## src/rtl/en_debounce_pkg.sv

```systemverilog
// en_debounce_pkg: state encoding and default timing constants for en_debounce.
package en_debounce_pkg;
   typedef enum logic [1:0] {
      IDLE         = 2'd0,
      PRESS_WAIT   = 2'd1,
      PRESSED      = 2'd2,
      RELEASE_WAIT = 2'd3
   } state_e;
   localparam int DEB_CNT_DEF = 16;
   localparam int REP_CNT_DEF = 64;
endpackage

```

## src/rtl/en_debounce_sync2.sv

```systemverilog
// sync2: two-flop synchronizer, async active-low reset to 0.
module sync2 (
   input  logic clk,
   input  logic res_,
   input  logic d_i,
   output logic q_o
);
   logic s1_q, s2_q;
   always_ff @(posedge clk or negedge res_) begin
      if (!res_) begin
         s1_q <= 1'b0;
         s2_q <= 1'b0;
      end else begin
         s1_q <= d_i;
         s2_q <= s1_q;
      end
   end
   assign q_o = s2_q;
endmodule

```

## src/rtl/en_debounce.sv

```systemverilog
// en_debounce: synchronizes and debounces a push-button, emitting one en pulse per press.
// Define BTN_AUTOREPEAT_EN to add a repeat pulse every REP_CNT cycles while held.
module en_debounce
   import en_debounce_pkg::*;
#(
   parameter int DEB_CNT = DEB_CNT_DEF,
   parameter int REP_CNT = REP_CNT_DEF,
   parameter int CNT_W   = 16
) (
   input  logic clk,
   input  logic res_,
   input  logic btn,
   output logic en,
   output logic btn_level
);
   localparam logic [CNT_W-1:0] DEB_LAST = CNT_W'(DEB_CNT - 1);
   if (DEB_CNT < 2 || REP_CNT < 2 || (DEB_CNT - 1) >= (1 << CNT_W) || (REP_CNT - 1) >= (1 << CNT_W)) begin : g_bad_param
      $error("en_debounce: illegal DEB_CNT/REP_CNT/CNT_W combination");
   end
   logic s2;
   state_e state_q, state_d;
   logic [CNT_W-1:0] cnt_q, cnt_d;
   logic en_q, en_d, lvl_q, lvl_d;
   sync2 u_sync (.clk(clk), .res_(res_), .d_i(btn), .q_o(s2));
   always_ff @(posedge clk or negedge res_) begin
      if (!res_) begin
         state_q <= IDLE;
         cnt_q   <= '0;
         en_q    <= 1'b0;
         lvl_q   <= 1'b0;
      end else begin
         state_q <= state_d;
         cnt_q   <= cnt_d;
         en_q    <= en_d;
         lvl_q   <= lvl_d;
      end
   end
   // Counter is cleared on every state change, so it never needs to wrap.
   always_comb begin
      state_d = state_q;
      cnt_d   = cnt_q;
      en_d    = 1'b0;
      lvl_d   = lvl_q;
      unique case (state_q)
         IDLE: begin
            if (s2) begin
               state_d = PRESS_WAIT;
               cnt_d   = '0;
            end
         end
         PRESS_WAIT: begin
            if (!s2) begin
               state_d = IDLE;
               cnt_d   = '0;
            end else if (cnt_q == DEB_LAST) begin
               state_d = PRESSED;
               cnt_d   = '0;
               en_d    = 1'b1;
               lvl_d   = 1'b1;
            end else
               cnt_d = cnt_q + 1'b1;
         end
         PRESSED: begin
            if (!s2) begin
               state_d = RELEASE_WAIT;
               cnt_d   = '0;
            end
`ifdef BTN_AUTOREPEAT_EN
            else if (cnt_q == CNT_W'(REP_CNT - 1)) begin
               cnt_d = '0;
               en_d  = 1'b1;
            end else
               cnt_d = cnt_q + 1'b1;
`else
            else
               cnt_d = '0;
`endif
         end
         RELEASE_WAIT: begin
            if (s2) begin
               state_d = PRESSED;
               cnt_d   = '0;
            end else if (cnt_q == DEB_LAST) begin
               state_d = IDLE;
               cnt_d   = '0;
               lvl_d   = 1'b0;
            end else
               cnt_d = cnt_q + 1'b1;
         end
      endcase
   end
   assign en        = en_q;
   assign btn_level = lvl_q;
endmodule
```

## config.mk

```make
export PLATFORM = sky130hd
export DESIGN_NAME = en_debounce
export DESIGN_NICKNAME = d
export VERILOG_FILES = /design/src/rtl/en_debounce_pkg.sv /design/src/rtl/en_debounce_sync2.sv /design/src/rtl/en_debounce.sv
export SDC_FILE = /design/constraint.sdc
export NUM_CORES = 1
export LEC_CHECK = 0
export CAP_MARGIN = 10
export CORE_UTILIZATION = 45
export DETAILED_ROUTE_END_ITERATION = 6
export SYNTH_ARGS = -nofsm -noshare
export SYNTH_HDL_FRONTEND = slang
export SYNTH_HIERARCHICAL = 1
export SYNTH_SLANG_ARGS = --single-unit
```

## constraint.sdc

```tcl
create_clock -name clk -period 3.3 [get_ports clk]
set_input_delay 0.66 -clock clk [delete_from_list [all_inputs] [get_ports clk]]
set_output_delay 0.66 -clock clk [all_outputs]
set_load 0.02 [all_outputs]
```

# == Yosys cells after proc, flatten, opt, wreduce, memory -nomap -nowiden ==
# Index checks and enable logic that the tools add are counted.
# word_totals
register_bits,22
word_cells,43
# op_classes
addsub,1
n_eq_ne,12
mux,20
n_reduce_logical,4
# ops
op,n
16-bit two-way mux,4
16-bit case mux with 4 select lines,1
"16-bit by 1-bit adder with 16-bit output, second input constant",1
"16-bit by 4-bit equality test with 1-bit output, second input constant",1
2-bit two-way mux,6
"2-bit != test, second input constant",4
2-bit case mux with 4 select lines,1
1-bit two-way mux,7
5-bit AND reduction,1
"2-bit equality test, second input constant",2
"2-bit by 1-bit != test with 1-bit output, second input constant",2
4-bit AND reduction,1
"3-bit by 2-bit != test with 1-bit output, second input constant",1
"3-bit != test, second input constant",1
"2-bit by 1-bit equality test with 1-bit output, second input constant",1
2-bit logical NOT,1
1-bit case mux with 2 select lines,1
2-bit nonzero test,1

# == Longest topological paths before layout ==
# logic_depth
word_depth,4
mapped_depth,6

# == Modules after synthesis ==
# The synthesis kept the hierarchy.
# by_module_without_submodules
module,instances,cells_per_inst,area_each_um2,seq_area_each_um2
en_debounce,1,122,1133.6,500.5
sync2,1,2,50.0,50.0

# == Worst setup path before layout ==
# Ideal clock, no wire load.
# synth_path
path_kind,register to register
from,reg cnt_q[0]
to,reg cnt_q[11]
setup_time_ps,83
arrival_time_ps,1630
slack_ps,1588
path_stages_with_launch,7
n_path_buf,1
synth_period_minus_slack_ps,1712
path_cell_list,dfrtp_1 > ha_1 > and3_4 > and4_1 > buf_6 > or4_1 > o21ai_0
# synth_via
elab_chain_len,4
word_cells_on_any_way,6
classes_between,add/sub: 1; eq/ne: 1; mux: 4
# synth_rtl
element,line,text
"start, declared",en_debounce.sv:22,"logic [CNT_W-1:0] cnt_q, cnt_d;"
"start signal, assigned",en_debounce.sv:33,cnt_q <= cnt_d;
16-bit by 1-bit adder with 16-bit output / 16-bit by 4-bit equality test with 1-bit output (equally long branches),n/a,
16-bit two-way mux (*),"en_debounce.sv:55, en_debounce.sv:83",
16-bit two-way mux (on tied branches),"en_debounce.sv:80, en_debounce.sv:52",
16-bit case mux with 4 select lines (*),en_debounce.sv:44,unique case (state_q)
# Every way passes the cells marked *; elsewhere a longest branch is shown, timed or not.
# A chain may end at the register's enable or synchronous reset.

# == Final worst setup path ==
# layout_path
from,reg cnt_q[12]
to,reg cnt_q[4]
# layout_via
elab_chain_len,4
word_cells_on_any_way,5
classes_between,eq/ne: 1; mux: 4
# layout_rtl
element,line
16-bit by 4-bit equality test with 1-bit output (*),"en_debounce.sv:55, en_debounce.sv:83"
16-bit two-way mux (*),"en_debounce.sv:55, en_debounce.sv:83"
16-bit two-way mux (on tied branches),"en_debounce.sv:80, en_debounce.sv:52"
16-bit case mux with 4 select lines (*),en_debounce.sv:44
# Marks and branches as above.

==> results by group <==
Route
  – Starting DRT DRC Count: 32
  – DRT Pass-1 Iters: 4
  – Final WL: 2580 µm
  – Drt drc: 0
  – Per-cell routed wire length: roughly 16 µm
  – Vias per cell: roughly 6.5
  – Vias: 1019
  – Routed Antenna Nets: 0

Setup path
  – WP buf/inv: 1
  – Worst EP arrival: ~2200 ps
  – Startpoint types: flop
  – CP Data Required Time: about 3500 ps
  – Critical path's slowest cell: dfrtp_1
  – CP delay by family, top: simple AND/OR/NAND/NOR gates
  – CP dominant cell by count: a31oi_1
  – CP Class: reg -> reg
  – Crit path largest cell delay: 460 ps
  – Crit Path Max Fanout: 12
  – Crit end category: flop
  – CP Cell Sequence: nor4_1 > nand4_1 > buf_4 > a31oi_1 > a31oi_1

Pwr
  – Worst VDD drop: approximately 0.22 mV
  – Pwr/cell area: around 360 nW/µm²
  – Pleak: about 0.53 nW

Outcome
  – Outcome: finished, final reports clean

Place
  – Routability cong.: slightly above 0.8
  – Port Buffers: 4
  – Half-perimeter wire length after placement: between 1500 and 2000 µm

Clocking
  – PostCTS Resize Cnt: 0
  – H-tree depth: 1
  – Cts bufs inserted: 3
  – Clock buffer depth: 2
  – CTS tree: done
  – Reg clk slew, reported paths: ~120 ps
  – Hold Buf Count CTS: 0
  – Clock Sinks: 22
  – Root Driver: clkbuf_4
  – Clk_lat worst skew: 310 ps
  – Post-CTS Repair Setup Buffers: 0

Die
  – Core area: approximately 2500 µm²
  – Rows: 18
  – Ports: 5
  – Die ar.: roughly 2800 µm²
  – Die H: around 53 µm
  – Die Width: ~53 µm
  – Initial Util: 0.478

Timing
  – Final Critical Period: about 2000 ps
  – Final Hold Fails: 0
  – Period utilisation layout: 0.611
  – Slew HR: 0.423
  – Max Clk Rate: 0.496 GHz
  – RSZ-0062 raised after global routing: false
  – Fin. max-slew vios: 0
  – Endpoints failing setup: 0
  – TNS Setup: 0 ps
  – Worst slew pin tran: about 860 ps
  – Clk_skew: 6.99 ps

Cells and area
  – P&R area growth vs syn: 7.29%
  – Nets: about 130
  – N_diodes: 0
  – Fraction of layout cells with a size suffix above 1: 0.0630
  – Final core utilization: 0.513
  – Fill cells: between 200 and 250

Global route
  – Overall Global Routing Usage: 0.224
  – Largest net degree at the start of global routing: 23
  – Initial antenna violation count: 0
  – Global-route wire length before repair: 4470 µm
  – Vias in the first global route: a little under 1k
  – Grt ovf: 0

Synthesis
  – Top_reg_cell synth: dfrtp_1
  – Largest area contributor in the netlist: dfrtp_1
  – Post-Syn Area per Cell: between 9 and 10 µm²
  – Syn Nets: roughly 130
  – Top-area cell type share of the netlist area: 0.465
  – Synth Instances: roughly 120
  – Async set or reset register ratio after synthesis: 1.00
  – Proportion of synthesized chip area in sequential cells: 0.465
  – Synth Cell Area: around 1200 µm²
  – Synth unique cells: 34
  – Number of synthesized flops with an enable pin: 0
  – Ranking of synthesized cells by area: dfrtp_1, a31oi_1, nand2_1
  – Seq cells post-synth: 22
  – Yosys warning count: 6

Job
  – Max-Cap Viols: 0

Worst hold path
  – Hold/Removal Path Class: reg -> reg
[per-layer routing]
layer,vias to the layer above,GRT usage,routed length (µm),part of all wire
li1,494,-,-,-
met1,499,0.291,1230,0.48
met2,22,0.360,1200,0.46
met3,4,0.0259,98,0.038
met4,0,0.118,54,0.021
met5,-,0,0,0
[cells in the final DEF (no fill, tap or decap), drive strengths merged, types with 2 or more instances in the layout]
cell | Yosys | final
dfrtp | 22 | 22
a31oi | 17 | 17
nand2 | 10 | 10
nand3 | 7 | 7
nand4 | 6 | 6
o21ai | 6 | 6
inv | 5 | 5
and4 | 4 | 4
a41oi | 4 | 4
clkdlybuf4s50 | 0 | 4
nor4 | 4 | 4
and3 | 4 | 4
clkbuf | 1 | 4
nor2 | 3 | 3
or3 | 3 | 3
a211o | 3 | 3
or4 | 3 | 3
and2 | 2 | 2
nor3 | 2 | 2
a21oi | 2 | 2
buf | 6 | 2
[worst paths after layout]
check,from,end,slack (ps),cells after the start
worst min-delay path,u_sync/s1_q,u_sync/q_o,370,0
max in group asynchronous,res_,u_sync/q_o,2390,2
worst max-delay path,cnt_q[12],cnt_q[4],1280,5
min in group asynchronous,res_,cnt_q[12],690,2
worst min register to register,u_sync/s1_q,u_sync/q_o,370,0
worst max register to register,cnt_q[12],cnt_q[4],1280,5
[registers in the layout, summed over array words and instances (netlist names), named ones only]
register     cells
u_sync/s1_q      1
en               1
u_sync/q_o       1
state_q          1
btn_level        1
cnt_q           16
[through the flow]
stage | setup slack, ps | hold WS (ps) | power, mW | std cells | cell area (µm²)
floorplan | 1590 | 331 | 0.300 | 124 | 1180
global placement | 1380 | 334 | 0.312 | 153 | 1230
detailed placement | 1320 | 341 | 0.313 | 153 | 1230
CTS | 1300 | 369 | 0.462 | 157 | 1270
global route | 1140 | 395 | 0.480 | 157 | 1270
finish | 1280 | 366 | 0.457 | 157 | 1270
[worst reg2reg max path, cell delays in order, from the launching register on]
cell,delay [ps]
dfrtp_1,460
nor4_1,430
nand4_1,430
buf_4,340
a31oi_1,170
a31oi_1,70
[cell type report]
| cell class | instances | area [µm²] | share of cell area |
|---|---|---|---|
| multi-input cells | 90 | 572 | 0.450 |
| flip-flops and latches | 22 | 551 | 0.433 |
| repair buffers | 6 | 55.1 | 0.0433 |
| well taps | 30 | 37.5 | 0.0296 |
| clock buffers | 4 | 36.3 | 0.0286 |
| inverters | 5 | 18.8 | 0.0148 |
[power breakdown]
group,total (mW),internal [mW],switching (mW)
Combinational,0.0291,0.0104,0.0187
Sequential,0.278,0.273,0.00472
Clock,0.150,0.0674,0.0821
[cells in the mapped netlist, types with 2 or more instances]
| master | n |
|---|---|
| inv_1 | 5 |
| or3_1 | 3 |
| a211o_1 | 3 |
| and3_1 | 3 |
| nor3_1 | 2 |
| o21ai_0 | 6 |
| nor4_1 | 3 |
| and2_1 | 2 |
| nand2_1 | 10 |
| nor2_1 | 3 |
| a41oi_1 | 4 |
| nand4_1 | 6 |
| and4_1 | 4 |
| a31oi_1 | 17 |
| a21oi_1 | 2 |
| dfrtp_1 | 22 |
| nand3_1 | 7 |
| buf_2 | 4 |
| or4_1 | 3 |
[kinds of logic after synthesis]
logic type | share of synthesized area
buffers and inverters | 0.0518
DFF | 0.465
AOI/OAI and AO/OA | 0.216
adders and majority gates | 0.0106
xor gates and xnor gates | 0.00740
and+or+nand+nor | 0.249
Power figures use the tool's default switching activity.
